[src/rtl/tmds_word_align.sv]
// TMDS word aligner: slips the deserializer until control-token bursts are seen, then supervises lock. TMDS_ALIGN_RELOCK_CNT_EN adds relock_cnt.
// Latency: pmerdy rises 2 edges after the Nth token appears on rawdata; no backpressure, one symbol accepted per pixelclk.
module tmds_word_align #(
  parameter int CTRL_CNT_TH   = 8,
  parameter int SEARCH_CYCLES = 1048576,
  parameter int SLIP_WAIT     = 16,
  parameter int LOCK_LOSS_TH  = 4
) (
  input  logic       pixelclk,
  input  logic       rst,
  input  logic [9:0] rawdata,
  output logic       bitslip,
  output logic [3:0] slip_cnt,
  output logic       pmerdy,
  output logic       align_err
`ifdef TMDS_ALIGN_RELOCK_CNT_EN
  ,
  output logic [7:0] relock_cnt
`endif
);

  localparam int RUN_W   = $clog2(CTRL_CNT_TH + 1);
  localparam int TIMER_W = (SEARCH_CYCLES > 2) ? $clog2(SEARCH_CYCLES) : 1;
  localparam int WAIT_W  = (SLIP_WAIT > 2) ? $clog2(SLIP_WAIT) : 1;
  localparam int MISS_W  = (LOCK_LOSS_TH > 2) ? $clog2(LOCK_LOSS_TH) : 1;

  localparam logic [RUN_W-1:0]   RUN_MAX    = RUN_W'(CTRL_CNT_TH);
  localparam logic [RUN_W-1:0]   RUN_LAST   = RUN_W'(CTRL_CNT_TH - 1);
  localparam logic [TIMER_W-1:0] TIMER_LAST = TIMER_W'(SEARCH_CYCLES - 1);
  localparam logic [WAIT_W-1:0]  WAIT_LAST  = WAIT_W'(SLIP_WAIT - 1);
  localparam logic [MISS_W-1:0]  MISS_LAST  = MISS_W'(LOCK_LOSS_TH - 1);

  typedef enum logic [1:0] {SEARCH, SLIP, WAIT, LOCKED} state_t;

  state_t              state;
  logic [9:0]          raw_q;
  logic [RUN_W-1:0]    run_cnt;
  logic [TIMER_W-1:0]  timer;
  logic [WAIT_W-1:0]   wait_cnt;
  logic [MISS_W-1:0]   miss_cnt;
  logic                tok_hit;
  logic                burst;

  always_ff @(posedge pixelclk or posedge rst) begin
    if (rst) raw_q <= '0;
    else     raw_q <= rawdata;
  end

  assign tok_hit = (raw_q == 10'b1101010100) || (raw_q == 10'b0010101011) ||
                   (raw_q == 10'b0101010100) || (raw_q == 10'b1010101011);

  // Firing only on the exact count makes a long blanking run produce a single burst.
  assign burst = tok_hit && (run_cnt == RUN_LAST);

  always_ff @(posedge pixelclk or posedge rst) begin
    if (rst)                            run_cnt <= '0;
    else if (state == WAIT || !tok_hit) run_cnt <= '0;
    else if (run_cnt != RUN_MAX)        run_cnt <= run_cnt + 1'b1;
  end

  always_ff @(posedge pixelclk or posedge rst) begin
    if (rst) begin
      state     <= SEARCH;
      timer     <= '0;
      wait_cnt  <= '0;
      miss_cnt  <= '0;
      bitslip   <= 1'b0;
      slip_cnt  <= '0;
      pmerdy    <= 1'b0;
      align_err <= 1'b0;
`ifdef TMDS_ALIGN_RELOCK_CNT_EN
      relock_cnt <= '0;
`endif
    end else begin
      case (state)
        SEARCH: begin
          if (burst) begin
            state     <= LOCKED;
            pmerdy    <= 1'b1;
            align_err <= 1'b0;
            timer     <= '0;
            miss_cnt  <= '0;
          end else if (timer == TIMER_LAST) begin
            state   <= SLIP;
            bitslip <= 1'b1;
            timer   <= '0;
            if (slip_cnt == 4'd9) begin
              slip_cnt  <= '0;
              align_err <= 1'b1;
            end else begin
              slip_cnt <= slip_cnt + 4'd1;
            end
          end else begin
            timer <= timer + 1'b1;
          end
        end
        SLIP: begin
          bitslip  <= 1'b0;
          wait_cnt <= '0;
          state    <= WAIT;
        end
        WAIT: begin
          if (wait_cnt == WAIT_LAST) begin
            state <= SEARCH;
            timer <= '0;
          end else begin
            wait_cnt <= wait_cnt + 1'b1;
          end
        end
        LOCKED: begin
          if (burst) begin
            timer    <= '0;
            miss_cnt <= '0;
          end else if (timer == TIMER_LAST) begin
            timer <= '0;
            // Search resumes at the current slip position; no slip on lock loss.
            if (miss_cnt == MISS_LAST) begin
              state    <= SEARCH;
              pmerdy   <= 1'b0;
              miss_cnt <= '0;
`ifdef TMDS_ALIGN_RELOCK_CNT_EN
              if (relock_cnt != 8'hFF) relock_cnt <= relock_cnt + 8'd1;
`endif
            end else begin
              miss_cnt <= miss_cnt + 1'b1;
            end
          end else begin
            timer <= timer + 1'b1;
          end
        end
        default: state <= SEARCH;
      endcase
    end
  end

endmodule

[config.mk]
export PLATFORM = sky130hd
export DESIGN_NAME = tmds_word_align
export DESIGN_NICKNAME = d
export VERILOG_FILES = /design/src/rtl/tmds_word_align.sv
export SDC_FILE = /design/constraint.sdc
export NUM_CORES = 1
export LEC_CHECK = 0
export ABC_AREA = 1
export ABC_CLOCK_PERIOD_IN_PS = 1700
export BUFFER_PORTS_ARGS = -buffer_cell sky130_fd_sc_hd__buf_2
export CAP_MARGIN = 20
export CELL_PAD_IN_SITES_DETAIL_PLACEMENT = 0
export CELL_PAD_IN_SITES_GLOBAL_PLACEMENT = 1
export CORE_MARGIN = 2
export CORE_UTILIZATION = 40
export CTS_CLUSTER_DIAMETER = 120
export CTS_CLUSTER_SIZE = 25
export DETAILED_ROUTE_END_ITERATION = 8
export HOLD_SLACK_MARGIN = 0.15
export PLACE_DENSITY_LB_ADDON = 0.08
export SYNTH_ARGS = -nofsm -noshare
export SYNTH_HDL_FRONTEND = slang
export SYNTH_SLANG_ARGS = --single-unit
[constraint.sdc]
create_clock -name pixelclk -period 1.7 [get_ports pixelclk]
set_input_delay 0.17 -clock pixelclk [delete_from_list [all_inputs] [get_ports pixelclk]]
set_output_delay 0.17 -clock pixelclk [all_outputs]
set_load 0.1 [all_outputs]
==> impl_metrics.toml, run 1 <==
[final_layout]
fin_area_um2 = 3550
final_nets = 433
layout-drive-gt1-share_pct = 29.1
diodes = 0
area_delta_synth_final_pct = 30.3

[detailed_routing]
drt_iter0_drc = 67
drc_errors = 0
antenna_left = 0
vias_per_cell = 4.73
vias = 2334
firstDrtPassIters = 4
routed_wl_mm = 5.88
wire_per_inst_um = 11.9

[timing]
final.period_utilization_pct = 99.9
max_freq_mhz = 589
setup-tns-final_ns = 0
setup_viol = 0
hold_violations = 0
rsz0062_at_grt = "true"
tightest_slew_ns = 0.485
fin_crit_ns = 1.70
drv_slew = 0
skew_ns = 0.00595
setup_ws_ns = 0.00144
relSlewSlack_pct = 67.9

[logic_synthesis]
synth_top_area_share_pct = 45.1
async_flop_share_pct = 100
seq_area_frac_synth_pct = 45.1
yosysTopAreaCell = "dfrtp_1"
ys_ff_latch = 49
yosys-top-cells-area = "dfrtp_1 (45%), nand2_1 (12%), nor2_1 (7.7%)"
syn_inst = 351
syn_avg_cell_area_um2 = 7.75
syn-num-nets = 372
synth_edf_count = 0
ys_types = 27
synthMostInstantiatedCell = "nand2_1"
synth_area_um2 = 2720
synth_common_cells = "nand2_1 (84), nor2_1 (56), dfrtp_1 (49)"
ys.flop_type = "dfrtp_1"
yosysWarnings = 0

[power_and_ir_drop]
power_uw = 2140
peakVddDrop_mv = 0.344
p_per_area_nw_per_um2 = 602
cellLeakagePower_uw = 0.00174

[worst_setup_path]
cp-end-kind = "flip-flop"
r2r-end = "timer[19]$_DFFE_PP0P_"
cp_slowest_cell = "dfrtp_1"
path_class = "flip-flop to flip-flop"
path_delay_family = "simple AND/OR/NAND/NOR gates"
cp_max_fo = 8
path_common_cell = "nand2_4"
max_stage_delay_ns = 0.38
cp_num_buf_inv = 5
reg2regPathDepth = 11
path_depth = 11
critPathRequiredTime_ns = 1.95
cp-startpoint = "state[0]$_DFFE_PP0P_"
crit_chain = "inv_2 -> ha_4 -> inv_4 -> nor2_4 -> inv_2 -> nand2_4 -> clkinvlp_4 -> nand2_4 -> buf_6 -> nand2_4 -> nor2_2"
crit_arrival_ns = 1.94
reg2reg_setup_slack_ns = 0.001
start_kind = "flip-flop"
r2r-start = "state[0]$_DFFE_PP0P_"
cp-endpoint = "timer[19]$_DFFE_PP0P_"

[clocking]
cts.sinks = 49
cts_tree = "done"
numCtsBuffers = 5
htreeDepth = 2
clkSlewWorstSetupHoldPaths_ns = 0.09
root_buffer = "clkbuf_8"
cts.path.max_buffers = 2
insertion_delay_ns = 0.30

[floorplanning]
start_util_pct = 40.7
die_h_um = 86.5
rows = 30
fp.coreArea_um2 = 6680
die_area_um2 = 7480
ioPinCount = 19
die_w_um = 86.5

[placed_design]
hpwl_mm = 4.34
dp_slack_ns = -0.0289
routabilityCongestion = 0.818
io_buffers = 18
place_area_um2 = 3070

[run_status]
status = "finished, final reports clean"

[run]
drv_cap = 0

[global_routing]
grt_pass1_vias = 2267
grt_pass1_wl_mm = 10.2
grt_remaining_overflow = 0
grt.total_usage_pct = 17.5
grt_antenna_before_repair = 0
grt_start_max_net_pins = 26

[worst_hold_path]
worstHoldPathType = "input pin to asynchronous set/reset pin"
-- flip-flops by register name (all words and copies together), names as in the netlist --
signal,count
align_err,1
bitslip,1
miss_cnt,2
pmerdy,1
raw_q,10
run_cnt,4
slip_cnt,4
state,2
timer,20
wait_cnt,4
-- area by class of cell --
cell class / instances / area (µm²)
clock buffer: 7 / 86.3
clock inverter: 1 / 30.0
fill: 686 / 3140
inverter: 48 / 195
multi-input combinational: 252 / 1480
sequential: 49 / 1230
tap: 80 / 100
timing repair buffer: 56 / 423
-- cells in the final DEF (no fill, tap or decap), types with 2 or more instances in the layout --
master / n
o21ai_0: 8
dlygate4sd3_1: 11
ha_1: 5
xnor2_1: 3
nor3_4: 2
xor2_1: 9
inv_2: 5
nand2_1: 76
clkinvlp_4: 2
nand2_2: 11
buf_4: 24
buf_2: 18
a21oi_1: 4
nor2_2: 15
nand4_1: 8
inv_1: 39
nor2_1: 44
nand3_4: 3
ha_2: 3
or2_2: 2
nor2_4: 7
nand2_4: 4
dfrtp_1: 48
nand3_2: 2
nor3_1: 3
nor3_2: 5
clkbuf_8: 6
nand3_1: 29
buf_6: 2
-- cell families after synthesis --
group | share of synthesized area [%]
adder cells (fa/ha/maj) | 4.14
AO/OA/AOI/OAI | 3.45
flip-flops | 45.1
buffers and inverters | 7.59
AND/OR/NAND/NOR | 35.6
XOR/XNOR | 4.18
-- worst register-to-register path: stages (launching register included) --
cell        delay (ns)
dfrtp_1           0.38
inv_2             0.06
ha_4              0.27
inv_4             0.03
nor2_4            0.09
inv_2             0.05
nand2_4           0.13
clkinvlp_4        0.22
nand2_4           0.16
buf_6             0.11
nand2_4           0.05
nor2_2            0.09
-- worst min-delay path by stage --
stage	startpoint	to	cells past startpoint	slack [ns]
final	rst	timer[3]$_DFFE_PP0P_	3	0.41
after CTS	rst	timer[3]$_DFFE_PP0P_	3	0.42
after global routing	rst	timer[3]$_DFFE_PP0P_	3	0.45
after detailed placement	rst	timer[3]$_DFFE_PP0P_	2	0.22
after floorplan	rawdata[0]	raw_q[0]$_DFF_PP0_	0	0.20
after global placement	rst	timer[3]$_DFFE_PP0P_	2	0.22
-- per-stage QoR --
stage          utilization [%]  hold slack, ns  cells
2_1_floorplan                -           0.201    351
3_3_place_gp              46.0           0.217    470
3_5_place_dp              46.0           0.217    470
4_1_cts                   49.9           0.421    489
5_1_grt                   53.1           0.450    493
6_report                  53.1           0.411    493
-- report_power, final --
part	internal (µW)	switching (µW)	total, µW
registers	1180	10.9	1190
clock network	480	386	866
logic	39.5	43.3	82.8
total	1700	440	2140
-- layer usage --
layer / global-route usage, % / part of all wire [%]
met5: 0 / 0
met1: 22.6 / 49
met2: 28.7 / 47
met3: 4.57 / 2.8
met4: 5.68 / 1.6
-- timing repair --
item,4_1_cts,5_1_grt
setup endpoints to repair,11,32
setup buffers,0,4
hold buffers,11,0
resized for setup,8,51
hold endpoints to repair,28,0
pin swaps,2,14
No activity file was read; power rests on OpenSTA's default activity.
==> run 2: changes to the inputs <==
--- a/config.mk
+++ b/config.mk
@@ -17,7 +17,7 @@
 export CTS_CLUSTER_SIZE = 25
 export DETAILED_ROUTE_END_ITERATION = 8
 export HOLD_SLACK_MARGIN = 0.15
-export PLACE_DENSITY_LB_ADDON = 0.08
+export PLACE_DENSITY_LB_ADDON = 0.1
 export SYNTH_ARGS = -nofsm -noshare
 export SYNTH_HDL_FRONTEND = slang
 export SYNTH_SLANG_ARGS = --single-unit
==> impl_metrics.toml, run 2 (synthesis gave the netlist of run 1 again) <==
[run_status]
status = "finished, final reports clean"

[clocking]
clkSlewWorstSetupHoldPaths_ns = 0.10
insertion_delay_ns = 0.31
cts.path.max_buffers = 2
cts_tree = "done"
htreeDepth = 2
numCtsBuffers = 5
cts.sinks = 49
root_buffer = "clkbuf_8"

[global_routing]
grt_pass1_vias = 2233
grt_start_max_net_pins = 24
grt_remaining_overflow = 0
grt_antenna_before_repair = 0
grt_pass1_wl_mm = 10.1
grt.total_usage_pct = 17.1

[timing]
hold_violations = 0
rsz0062_at_grt = "true"
setup_viol = 0
drv_slew = 0
tightest_slew_ns = 0.487
final.period_utilization_pct = 99.9
setup_ws_ns = 0.00102
fin_crit_ns = 1.70
max_freq_mhz = 589
relSlewSlack_pct = 67.8
setup-tns-final_ns = 0
skew_ns = 0.00750

[final_layout]
largest_register_ffs = 20
nFillCells = 654
diodes = 0
largest-register = "timer"
final_common_cell = "nand2_1"
layout-drive-gt1-share_pct = 31.5
final_nets = 442
reg.largest.list = "timer (20), raw_q (10)"
finish.utilization_pct = 54.9
mostFrequentLayoutCells = "nand2_1 (74), dfrtp_1 (48), nor2_1 (44), inv_1 (40), buf_4 (30)"
area_delta_synth_final_pct = 34.8

[detailed_routing]
vias = 2348
routed_wl_mm = 6.07
drc_errors = 0
vias_per_cell = 4.68
antenna_left = 0
firstDrtPassIters = 4
wire_per_inst_um = 12.1
drt_iter0_drc = 94

[worst_setup_path]
reg2regPathDepth = 11
r2r-end = "timer[16]$_DFFE_PP0P_"
r2r-start = "state[0]$_DFFE_PP0P_"
path_common_cell = "inv_2"
cp_max_fo = 7
max_stage_delay_ns = 0.38
cp-end-kind = "flip-flop"
start_kind = "flip-flop"
critPathRequiredTime_ns = 1.90
reg2reg_setup_slack_ns = 0.001
cp_slowest_cell = "dfrtp_1"
path_class = "flip-flop to flip-flop"
crit_arrival_ns = 1.90
crit_chain = "inv_2 -> ha_4 -> inv_2 -> nor2_2 -> inv_2 -> nand2_4 -> clkinvlp_4 -> buf_12 -> nand2_2 -> xor2_2 -> nor2_2"

[power_and_ir_drop]
p_sw_share_pct = 22.4
p_clk_share_pct = 40.4
p_sw_uw = 479
power_uw = 2140
cellLeakagePower_uw = 0.00179
power_frac_comb_pct = 4.0
p_int_uw = 1660
peakVddDrop_mv = 0.316
p_per_area_nw_per_um2 = 583
seq_power_share_pct = 55.5

[run]
drv_cap = 0

[placed_design]
hpwl_mm = 4.31
io_buffers = 18
dp_slack_ns = -0.0629
routabilityCongestion = 0.802

[floorplanning]
die_area_um2 = 7480
ioPinCount = 19
die_h_um = 86.5
die_w_um = 86.5
fp.coreArea_um2 = 6680
start_util_pct = 40.7
rows = 30

[worst_hold_path]
worstHoldPathType = "input pin to asynchronous set/reset pin"
-- run 2: cell types whose count changed in the layout (fill, tap and decap cells not counted), moves of 2 or more --
cell     previous run  this run
ha_2                3         0
nand2_2            11        15
nand2_4             4         2
nand3_2             2         4
o21ai_0             8         4
nand3_1            29        27
nand2_1            76        74
o21ai_1             0         4
buf_4              24        30
ha_1                5         7
-- run 2: layout make-up --
type / instances / area (µm²) / share of cell area (%)
multi-input combinational: 252 / 1520 / 41.4
sequential: 49 / 1230 / 33.5
timing repair buffer: 64 / 499 / 13.6
inverter: 48 / 196 / 5.36
tap: 80 / 100 / 2.73
clock buffer: 5 / 68.8 / 1.88
clock inverter: 3 / 46.3 / 1.26
timing repair inverter: 1 / 11.3 / 0.307
-- run 2: repair_timing --
action / 4_1_cts / 5_1_grt
pin swaps: 7 / 16
hold endpoints to repair: 25 / 0
endpoints found under the setup margin: 14 / 30
setup buffers: 4 / 8
cloned: 0 / 1
hold buffers: 11 / 0
gates resized for setup: 13 / 57
-- run 2: stage by stage --
stage	cells	cell area [µm²]	hold WS, ns
after floorplan	351	2720	0.201
after global placement	470	3070	0.172
after detailed placement	470	3070	0.175
after CTS	493	3380	0.381
after global routing	502	3670	0.405
final	502	3670	0.381
-- run 2: how the worst max path moves through the flow --
stage               cells after the start               startpoint                 endpoint  slack [ns]
finish                                 11     state[0]$_DFFE_PP0P_    timer[16]$_DFFE_PP0P_       0.001
global route                           12     state[0]$_DFFE_PP0P_    timer[17]$_DFFE_PP0P_       -0.13
CTS                                    12     state[0]$_DFFE_PP0P_    timer[14]$_DFFE_PP0P_       0.005
detailed placement                     12     state[0]$_DFFE_PP0P_    timer[17]$_DFFE_PP0P_       -0.06
global placement                       12     state[0]$_DFFE_PP0P_    timer[14]$_DFFE_PP0P_       -0.03
floorplan                               7  slip_cnt[1]$_DFFE_PP0P_  slip_cnt[3]$_DFFE_PP0P_      0.0006
-- run 2: power by group through the flow --
stage | sequential [µW] | clock [µW] | combinational, µW
global placement | 1210 | 0 | 68.5
finish | 1190 | 865 | 86.2
CTS | 1190 | 893 | 88.8
detailed placement | 1210 | 0 | 69.7
floorplan | 1210 | 0 | 35.1
global route | 1190 | 937 | 99.0
-- run 2: worst max-delay path, delay by kind of cell (launching register included) --
kind / cells / cell delay (ns)
and+or+nand+nor: 4 / 0.35
buffers and inverters: 5 / 0.46
DFF: 1 / 0.38
adders and majority gates: 1 / 0.26
xor gates and xnor gates: 1 / 0.14
-- run 2: metal layers --
metal,wire length (µm),GRT usage [%]
met5,0,0
met4,89,4.97
met3,110,3.05
met2,3020,28.5
met1,2850,22.8
